--- config.mk ---
export PLATFORM = sky130hd
export DESIGN_NAME = nibble_serial_sub
export DESIGN_NICKNAME = d
export VERILOG_FILES = /design/src/rtl/nibble_serial_sub_pkg.sv /design/src/rtl/nibble_serial_sub_nibble.sv /design/src/rtl/nibble_serial_sub.sv
export SDC_FILE = /design/constraint.sdc
export NUM_CORES = 1
export LEC_CHECK = 0
export BUFFER_PORTS_ARGS = -buffer_cell sky130_fd_sc_hd__buf_2
export CAP_MARGIN = 20
export CORE_MARGIN = 8
export CORE_UTILIZATION = 51
export CTS_CLUSTER_DIAMETER = 150
export DETAILED_ROUTE_END_ITERATION = 8
export PLACE_DENSITY = 0.76
export SLEW_MARGIN = 10
export SYNTH_ARGS = -nofsm -noshare
export SYNTH_HDL_FRONTEND = slang
export SYNTH_SLANG_ARGS = --single-unit
--- constraint.sdc ---
create_clock -name clk -period 2.65 [get_ports clk]
set_input_delay 0.53 -clock clk [delete_from_list [all_inputs] [get_ports clk]]
set_output_delay 0.53 -clock clk [all_outputs]
set_load 0.05 [all_outputs]
--- src/rtl/nibble_serial_sub_pkg.sv ---
// Shared definitions for the nibble-serial subtractor.
// State encodings and slice width.
package nibble_serial_sub_pkg;

  localparam int NIB_W = 4;

  typedef enum logic [1:0] {
    S_IDLE = 2'd0,
    S_RUN  = 2'd1,
    S_DONE = 2'd2
  } state_t;

endpackage

--- src/rtl/nibble_serial_sub_nibble.sv ---
// One 4-bit subtract slice: s = x + ~y + cin.
// Carries use generate/propagate lookahead.
import nibble_serial_sub_pkg::*;

module sub_nibble (
  input  logic [NIB_W-1:0] x,
  input  logic [NIB_W-1:0] y,
  input  logic             cin,
  output logic [NIB_W-1:0] s,
  output logic             cout
);

  logic [NIB_W-1:0] yn;
  logic [NIB_W-1:0] g;
  logic [NIB_W-1:0] p;
  logic [NIB_W:0]   c;

  // lookahead carries over the inverted subtrahend
  always_comb begin
    yn   = ~y;
    g    = x & yn;
    p    = x ^ yn;
    c[0] = cin;
    c[1] = g[0] | (p[0] & cin);
    c[2] = g[1] | (p[1] & g[0])
         | (p[1] & p[0] & cin);
    c[3] = g[2] | (p[2] & g[1])
         | (p[2] & p[1] & g[0])
         | (p[2] & p[1] & p[0] & cin);
    c[4] = g[3] | (p[3] & g[2])
         | (p[3] & p[2] & g[1])
         | (p[3] & p[2] & p[1] & g[0])
         | (p[3] & p[2] & p[1] & p[0] & cin);
    s    = p ^ c[NIB_W-1:0];
    cout = c[NIB_W];
  end

endmodule

--- src/rtl/nibble_serial_sub.sv ---
// Multi-cycle subtractor, one nibble per clock.
// start/busy/done handshake, registered flags.
import nibble_serial_sub_pkg::*;

module nibble_serial_sub #(
  parameter int WIDTH = 16
) (
  input  logic             clk,
  input  logic             rst_n,
  input  logic             start,
  input  logic [WIDTH-1:0] a,
  input  logic [WIDTH-1:0] b,
  output logic             busy,
  output logic             done,
  output logic [WIDTH-1:0] diff,
  output logic             borrow,
  output logic             ovf,
  output logic             zero
);

  localparam int NIB   = WIDTH / NIB_W;
  localparam int IDX_W = (NIB > 1) ? $clog2(NIB) : 1;
  localparam int MSB   = WIDTH - 1;

  localparam logic [IDX_W-1:0] LAST =
    IDX_W'(NIB - 1);

  state_t state;
  state_t state_nxt;

  logic [IDX_W-1:0] idx;
  logic             carry;
  logic [WIDTH-1:0] a_q;
  logic [WIDTH-1:0] b_q;
  logic [WIDTH-1:0] res_q;
  logic [WIDTH-1:0] res_nxt;

  logic [NIB_W-1:0] nib_a;
  logic [NIB_W-1:0] nib_b;
  logic [NIB_W-1:0] nib_s;
  logic             nib_c;
  logic             last;
  logic [IDX_W+1:0] base;

  sub_nibble u_nib (
    .x    (nib_a),
    .y    (nib_b),
    .cin  (carry),
    .s    (nib_s),
    .cout (nib_c)
  );

  // select current slice, merge its sum
  always_comb begin
    base    = {idx, 2'b00};
    nib_a   = a_q[base +: NIB_W];
    nib_b   = b_q[base +: NIB_W];
    last    = (idx == LAST);
    res_nxt = res_q;
    res_nxt[base +: NIB_W] = nib_s;
  end

  assign busy = (state == S_RUN);

  // state register
  always_ff @(posedge clk or negedge rst_n) begin
    if (!rst_n) state <= S_IDLE;
    else        state <= state_nxt;
  end

  // next-state logic
  always_comb begin
    state_nxt = state;
    unique case (state)
      S_IDLE:  if (start) state_nxt = S_RUN;
      S_RUN:   if (last)  state_nxt = S_DONE;
      S_DONE:  state_nxt = S_IDLE;
      default: state_nxt = S_IDLE;
    endcase
  end

  // operand, carry, result and flag registers
  always_ff @(posedge clk or negedge rst_n) begin
    if (!rst_n) begin
      idx    <= '0;
      carry  <= 1'b0;
      a_q    <= '0;
      b_q    <= '0;
      res_q  <= '0;
      diff   <= '0;
      borrow <= 1'b0;
      ovf    <= 1'b0;
      zero   <= 1'b0;
      done   <= 1'b0;
    end else begin
      done <= 1'b0;
      unique case (state)
        S_IDLE: begin
          if (start) begin
            a_q   <= a;
            b_q   <= b;
            carry <= 1'b1;
            idx   <= '0;
          end
        end
        S_RUN: begin
          res_q <= res_nxt;
          carry <= nib_c;
          idx   <= idx + 1'b1;
          if (last) begin
            diff   <= res_nxt;
            borrow <= ~nib_c;
            ovf    <= (a_q[MSB] != b_q[MSB])
                   && (res_nxt[MSB] != a_q[MSB]);
            zero   <= (res_nxt == '0);
            done   <= 1'b1;
          end
        end
        default: ;
      endcase
    end
  end

endmodule

==> flow_summary_export.csv, run 1 <==
group,metric,value,unit
clocking,worst_skew_pair.late_latency,0.35,ns
clocking,tritoncts,"done",
hold_path,hp-class,"in -> async",
critical_path,cp_cell_sequence,"buf_12 -> mux4_2 -> ha_1 -> a41oi_2 -> o21ai_2 -> xor2_2 -> a221oi_1 -> nor2_1",
clocking,tritoncts_num_sinks,73,
critical_path,reg2reg_from,"idx[0]$_DFFE_PN0P_",
floorplan,dieWidth,98.4,µm
yosys,synth_seq_area_share,52.8,%
critical_path,critPathMaxFanout,8,
status,status,"complete, no violations",
sta,fmax,0.383,GHz
clocking,cts.htree.levels,3,
critical_path,rr_worst_depth,8,
clocking,cts_inserted_buffers,9,
route,drt_iter0_drc,114,
global_routing,aggregate_global_routing_overflow,0,
critical_path,type_of_origin_of_the_critical_path,"flop",
yosys,synth.largest_area_cell,"sky130_fd_sc_hd__dfrtp_1",
floorplan,initial_utilization,51.8,%
sta,setup_repair_after_global_routing_missed_its_margin,"yes",
global_routing,maximum_number_of_pins_on_one_net_before_global_route_repair,33,
sta,relSlewSlack,54.8,%
yosys,edff_count_synth,0,
sta,setup_viol_count_final,0,
route,route.detailed.vias_per_inst,5.78,
critical_path,r2r-end,"diff[7]$_DFFE_PN0P_",
global_routing,antenna_found_initial,0,
route,avgRoutedWirePerCell,18.3,µm
route,drt.antenna.violating_nets,0,
yosys,post_synth_num_cell_types,45,
final_layout,antenna_cells_inserted,0,
floorplan,ioPinCount,56,
sta,maxSlewViolCount,0,
route,remaining_drc_errors,0,
final_layout,multi_input_area,1570,µm²
run,max_cap_viol_count,0,
sta,post-route-period-util,98.7,%
yosys,postSynthCellCount,288,
global_routing,grt_pass1_vias,2699,
final_layout,drive_above_1_share,37.4,%
final_layout,final.fill_count,566,
critical_path,cp.arrival,2.85,ns
clocking,cts.path.max_buffers,2,
route,routed_wl,7970,µm
critical_path,worst_setup_path_end_kind,"flop",
final_layout,layout.area.seq,1830,µm²
yosys,post_synth_instance_area,3460,µm²
clocking,clk_pin_slew,0.08,ns
placement,gpl.final_weighted_congestion,0.965,
yosys,leading_post_synthesis_cells_by_cell_area,"sky130_fd_sc_hd__dfrtp_1 (53%), sky130_fd_sc_hd__mux2_2 (10%), sky130_fd_sc_hd__mux4_2 (5.2%)",
final_layout,nets,400,
clocking,cts_root_buf,"sky130_fd_sc_hd__clkbuf_8",
yosys,mapped_nets,335,
sta,fin_crit,2.61,ns
critical_path,worst_path_max_delay_cell,"sky130_fd_sc_hd__mux4_2",
floorplan,chipHeight,98.4,µm
critical_path,cp_data_required_time,2.89,ns
floorplan,core_area,6680,µm²
route,detailedRoute.firstPassIterationCount,4,
critical_path,critical-path-max-stage-delay,0.55,ns
floorplan,die_area,9680,µm²
sta,final.hold.worst_slack,0.0911,ns
yosys,yosysWarnings,0,
floorplan,placement_rows,30,
global_routing,gr-usage-all-layers,17.0,%
clocking,cts_hold_repair.buffers,0,
sta,worstMarginPinSlew,0.673,ns
sta,final_hold_viol_count,0,
placement,post-dp-hpwl,5580,µm
yosys,post_synth_most_frequent_cells,"sky130_fd_sc_hd__dfrtp_1 (73), sky130_fd_sc_hd__mux2_2 (32), sky130_fd_sc_hd__nor2_1 (28)",
route,routed-via-count,2519,
yosys,synth_top_flop_cell,"sky130_fd_sc_hd__dfrtp_1",
global_routing,grt_pass1_wl,13000,µm
sta,final.setup_skew,0.0104,ns
yosys,asyncSetResetFlopFracSynth,100,%
yosys,synth_largest_type_area_fraction,52.8,%
yosys,yosysMostFrequentCell,"sky130_fd_sc_hd__dfrtp_1",
critical_path,timing.reg2reg.setup_slack,0.04,ns
yosys,synth_area_per_cell,12.0,µm²
yosys,number_of_flip_flops_and_latches_in_the_synthesized_netlist,73,
critical_path,timing.setup.critical_path_class,"reg -> reg",
final_layout,layout-area-overhead-vs-synth,19.2,%
placement,place.port_buffers,55,
cells by family (layout without fill, tap and decap cells):
kind of cell | after synthesis | after routing | share of synthesized area, %
multiplexers | 41 | 41 | 15.9
flip-flops | 73 | 73 | 52.8
AO/OA/AOI/OAI | 55 | 55 | 11.6
AND/OR/NAND/NOR | 74 | 74 | 10.4
XOR/XNOR | 3 | 4 | 0.976
buffers and inverters | 30 | 97 | 3.87
adder cells (fa/ha/maj) | 12 | 12 | 4.55
stage by stage:
stage | cell area (µm²) | instances | setup slack (ns) | util (%) | TNS, ns
floorplan | 3470 | 288 | 0.0297 | - | 0
detailed placement | 3860 | 420 | -0.0521 | 57.8 | -0.0751
finish | 4130 | 436 | 0.0357 | 61.8 | 0
global placement | 3860 | 420 | 0.0566 | 57.8 | 0
CTS | 4080 | 434 | 0.0312 | 61.0 | 0
global route | 4130 | 436 | -0.0852 | 61.8 | -0.314
area by class of cell:
class / count / share of cell area, %
Tap cell: 80 / 2.43
Multi-Input combinational cell: 186 / 38.0
Clock inverter: 4 / 1.30
Timing Repair Buffer: 66 / 8.98
Sequential cell: 73 / 44.3
Clock buffer: 10 / 3.34
Inverter: 17 / 1.67
layer usage:
layer / part of all wire [%] / GRT usage, % / wire (µm) / vias to the layer above
met3: 5.2 / 5.97 / 418 / 22
met5: 0 / 0 / 0 / -
met1: 43 / 19.8 / 3420 / 1241
met4: 2.5 / 6.14 / 201 / 0
met2: 49 / 28.2 / 3930 / 84
li1: - / - / - / 1172
cell usage in the layout (no fill, tap or decap), types with 2 or more instances in the layout:
cell type | synthesis | layout
sky130_fd_sc_hd__a21oi_1 | 7 | 6
sky130_fd_sc_hd__a221oi_1 | 11 | 9
sky130_fd_sc_hd__a221oi_2 | 0 | 2
sky130_fd_sc_hd__a22o_1 | 8 | 8
sky130_fd_sc_hd__a32o_1 | 4 | 4
sky130_fd_sc_hd__and2_1 | 2 | 2
sky130_fd_sc_hd__buf_2 | 7 | 55
sky130_fd_sc_hd__buf_4 | 0 | 10
sky130_fd_sc_hd__clkbuf_8 | 0 | 10
sky130_fd_sc_hd__clkinvlp_4 | 0 | 2
sky130_fd_sc_hd__dfrtp_1 | 73 | 73
sky130_fd_sc_hd__ha_1 | 11 | 11
sky130_fd_sc_hd__inv_1 | 15 | 15
sky130_fd_sc_hd__mux2_2 | 32 | 32
sky130_fd_sc_hd__mux4_2 | 8 | 8
sky130_fd_sc_hd__nand2_1 | 20 | 20
sky130_fd_sc_hd__nand2b_1 | 3 | 3
sky130_fd_sc_hd__nand3_1 | 2 | 2
sky130_fd_sc_hd__nor2_1 | 28 | 27
sky130_fd_sc_hd__nor2b_1 | 4 | 4
sky130_fd_sc_hd__nor3_1 | 3 | 3
sky130_fd_sc_hd__nor4_1 | 3 | 3
sky130_fd_sc_hd__nor4bb_1 | 2 | 2
sky130_fd_sc_hd__o21ai_0 | 12 | 12
sky130_fd_sc_hd__o22ai_1 | 2 | 2
sky130_fd_sc_hd__o31ai_1 | 2 | 2
worst max-delay path by stage:
stage,from,to,slack [ns],depth (start not counted)
finish,idx[0]$_DFFE_PN0P_,diff[7]$_DFFE_PN0P_,0.04,8
global route,idx[0]$_DFFE_PN0P_,diff[7]$_DFFE_PN0P_,-0.09,8
CTS,idx[0]$_DFFE_PN0P_,zero$_DFFE_PN0P_,0.03,8
detailed placement,idx[0]$_DFFE_PN0P_,zero$_DFFE_PN0P_,-0.05,8
global placement,idx[0]$_DFFE_PN0P_,zero$_DFFE_PN0P_,0.06,8
floorplan,idx[0]$_DFFE_PN0P_,zero$_DFFE_PN0P_,0.03,9
flip-flops by register name (all words and copies together) (netlist names):
name    cells
idx         2
zero        1
b_q        16
a_q        16
res_q      16
carry       1
diff       16
borrow      1
done        1
state       2
ovf         1
repair_timing:
action | 4_1_cts | 5_1_grt
cloned | 0 | 1
endpoints found under the setup margin | 4 | 13
pin swaps | 0 | 2
setup buffers | 0 | 1
resized for setup | 3 | 4
worst max-delay path: cells and delay by family (launching register included):
kind / cells / cell delay (ns)
buffers and inverters: 1 / 0.15
multiplexers: 1 / 0.55
AND/OR/NAND/NOR: 1 / 0.07
adder cells (fa/ha/maj): 1 / 0.36
AO/OA/AOI/OAI: 3 / 0.75
XOR/XNOR: 1 / 0.22
flip-flops: 1 / 0.40
Power of run 1 is left out: the tool's default activity adds up to more than one toggle a clock period on the data nets, which glitch-free logic cannot reach.
==> inputs of run 2 (changes only) <==
- REMOVE_ABC_BUFFERS: not set -> 1
- SLEW_MARGIN: 10 -> not set
==> run 2 against run 1 <==
Count of clock-buffer cells in the layout grew 1. Worst setup slack gained 0.090 ns. Worst hold slack lost 0.0082 ns. Critical path type unchanged. Core utilization shrank 0.51 points. Clock skew grew 0.0012 ns. Register-to-register slack gained 0.09 ns. Critical endpoint is now zero$_DFFE_PN0P_. Die area is the same. Critical path depth is the same.
==> flow_summary_export.csv, run 2 (synthesis gave the netlist of run 1 again) <==
group,metric,value,unit
floorplan,core_area,6680,µm²
critical_path,rr_worst_depth,8,
route,dr.max_layer_used,"met4",
critical_path,worst_path_max_delay_cell,"sky130_fd_sc_hd__mux4_2",
final_layout,layout_commonest_cell,"sky130_fd_sc_hd__dfrtp_1",
critical_path,critical-path-max-stage-delay,0.50,ns
final_layout,final.fill_count,575,
clocking,worst_skew_pair.late_latency,0.35,ns
final_layout,layout-area-overhead-vs-synth,18.2,%
sta,final_hold_viol_count,0,
global_routing,grt_pass1_wl,12800,µm
sta,fmax,0.396,GHz
route,avgRoutedWirePerCell,17.0,µm
global_routing,antenna_found_initial,0,
sta,maxSlewViolCount,0,
critical_path,type_of_origin_of_the_critical_path,"flop",
clocking,cts_inserted_buffers,9,
global_routing,maximum_number_of_pins_on_one_net_before_global_route_repair,33,
sta,setup_viol_count_final,0,
sta,fin_crit,2.52,ns
route,detailedRoute.firstPassIterationCount,4,
critical_path,cp_data_required_time,2.89,ns
route,route.detailed.vias_per_inst,5.76,
hold_path,hp-class,"in -> async",
critical_path,worst_setup_path_end_kind,"flop",
sta,final.setup_skew,0.0116,ns
global_routing,aggregate_global_routing_overflow,0,
sta,worstMarginPinSlew,0.602,ns
critical_path,cp_cell_sequence,"buf_12 -> mux4_2 -> ha_1 -> a41oi_1 -> o21ai_2 -> xor2_4 -> o31ai_1 -> a22o_1",
critical_path,timing.setup.critical_path_class,"reg -> reg",
placement,place.port_buffers,55,
critical_path,critPathMaxFanout,10,
clocking,cts_root_buf,"sky130_fd_sc_hd__clkbuf_8",
sta,post-route-period-util,95.3,%
route,routed_wl,7400,µm
route,detailroute.wirelength.met2,3610,µm
clocking,cts.htree.levels,3,
final_layout,mostFrequentLayoutCells,"sky130_fd_sc_hd__dfrtp_1 (73), sky130_fd_sc_hd__buf_2 (55), sky130_fd_sc_hd__mux2_2 (32)",
route,drt_iter0_drc,130,
route,drt.antenna.violating_nets,0,
critical_path,cp.arrival,2.76,ns
clocking,cts.path.max_buffers,2,
clocking,cts_hold_repair.buffers,0,
route,met1Wirelength,3170,µm
placement,gpl.final_weighted_congestion,0.903,
route,routed-via-count,2504,
final_layout,nets,399,
final_layout,antenna_cells_inserted,0,
clocking,clk_pin_slew,0.08,ns
clocking,tritoncts_num_sinks,73,
floorplan,placement_rows,30,
final_layout,drive_above_1_share,36.3,%
floorplan,initial_utilization,51.8,%
placement,post-dp-hpwl,5470,µm
global_routing,grt_pass1_vias,2706,
run,max_cap_viol_count,0,
route,detailroute.wirelength.met3,406,µm
sta,setup_repair_after_global_routing_missed_its_margin,"no",
global_routing,gr-usage-all-layers,16.4,%
floorplan,dieWidth,98.4,µm
status,status,"complete, no violations",
floorplan,chipHeight,98.4,µm
floorplan,ioPinCount,56,
sta,relSlewSlack,59.6,%
clocking,tritoncts,"done",
route,remaining_drc_errors,0,
floorplan,die_area,9680,µm²
sta,final.hold.worst_slack,0.0828,ns
## run 2: worst paths after layout
check                                             end  slack (ns)                from
worst max-delay path                 zero$_DFFE_PN0P_        0.13  idx[0]$_DFFE_PN0P_
max in group asynchronous        res_q[7]$_DFFE_PN0P_        1.85               rst_n
worst min register to register     borrow$_DFFE_PN0P_        0.47  borrow$_DFFE_PN0P_
worst max register to register       zero$_DFFE_PN0P_        0.13  idx[0]$_DFFE_PN0P_
min in group clk                  a_q[15]$_DFFE_PN0P_        0.41               a[15]
worst min-delay path            res_q[10]$_DFFE_PN0P_        0.08               rst_n
## run 2: stage by stage
| step | TNS, ns | worst slack, ns | cell area (µm²) | utilization (%) | instances |
|---|---|---|---|---|---|
| finish | 0 | 0.126 | 4090 | 61.3 | 435 |
| global route | 0 | 0.00124 | 4090 | 61.3 | 435 |
| CTS | 0 | 0.0305 | 4060 | 60.8 | 435 |
| detailed placement | -0.00706 | -0.00706 | 3870 | 57.9 | 421 |
| global placement | 0 | 0.0849 | 3870 | 57.9 | 421 |
| floorplan | -0.180 | -0.102 | 3400 | - | 275 |
## run 2: per-layer routing
layer  vias up  global-route usage (%)
met3        20                    5.12
met4         0                    10.0
li1       1166                       -
met5         -                       0
met1      1239                    19.7
met2        79                    25.3
## run 2: layout make-up
type                            count  area (µm²)  share of cell area, %
Inverter                           17        68.8                   1.68
Sequential cell                    73        1830                   44.6
Timing Repair Buffer               66         370                   9.05
Tap cell                           80         100                   2.45
Multi-Input combinational cell    185        1540                   37.7
Clock inverter                      3        42.5                   1.04
Clock buffer                       11         141                   3.45
## run 2: worst max-delay path, delay by kind of cell (launching register included)
kind,cells,cell delay [ns]
flops,1,0.38
mux,1,0.50
fa+ha+maj,1,0.37
compound gates,4,0.72
xor+xnor,1,0.31
buf+inv,1,0.15
## run 2: what timing repair did
item	CTS	global route
pin swaps	0	2
resized for setup	1	4
setup endpoints to repair	1	4
buffers inserted	0	0
hold endpoints to repair	0	0
Power of run 2 is left out for the same reason.
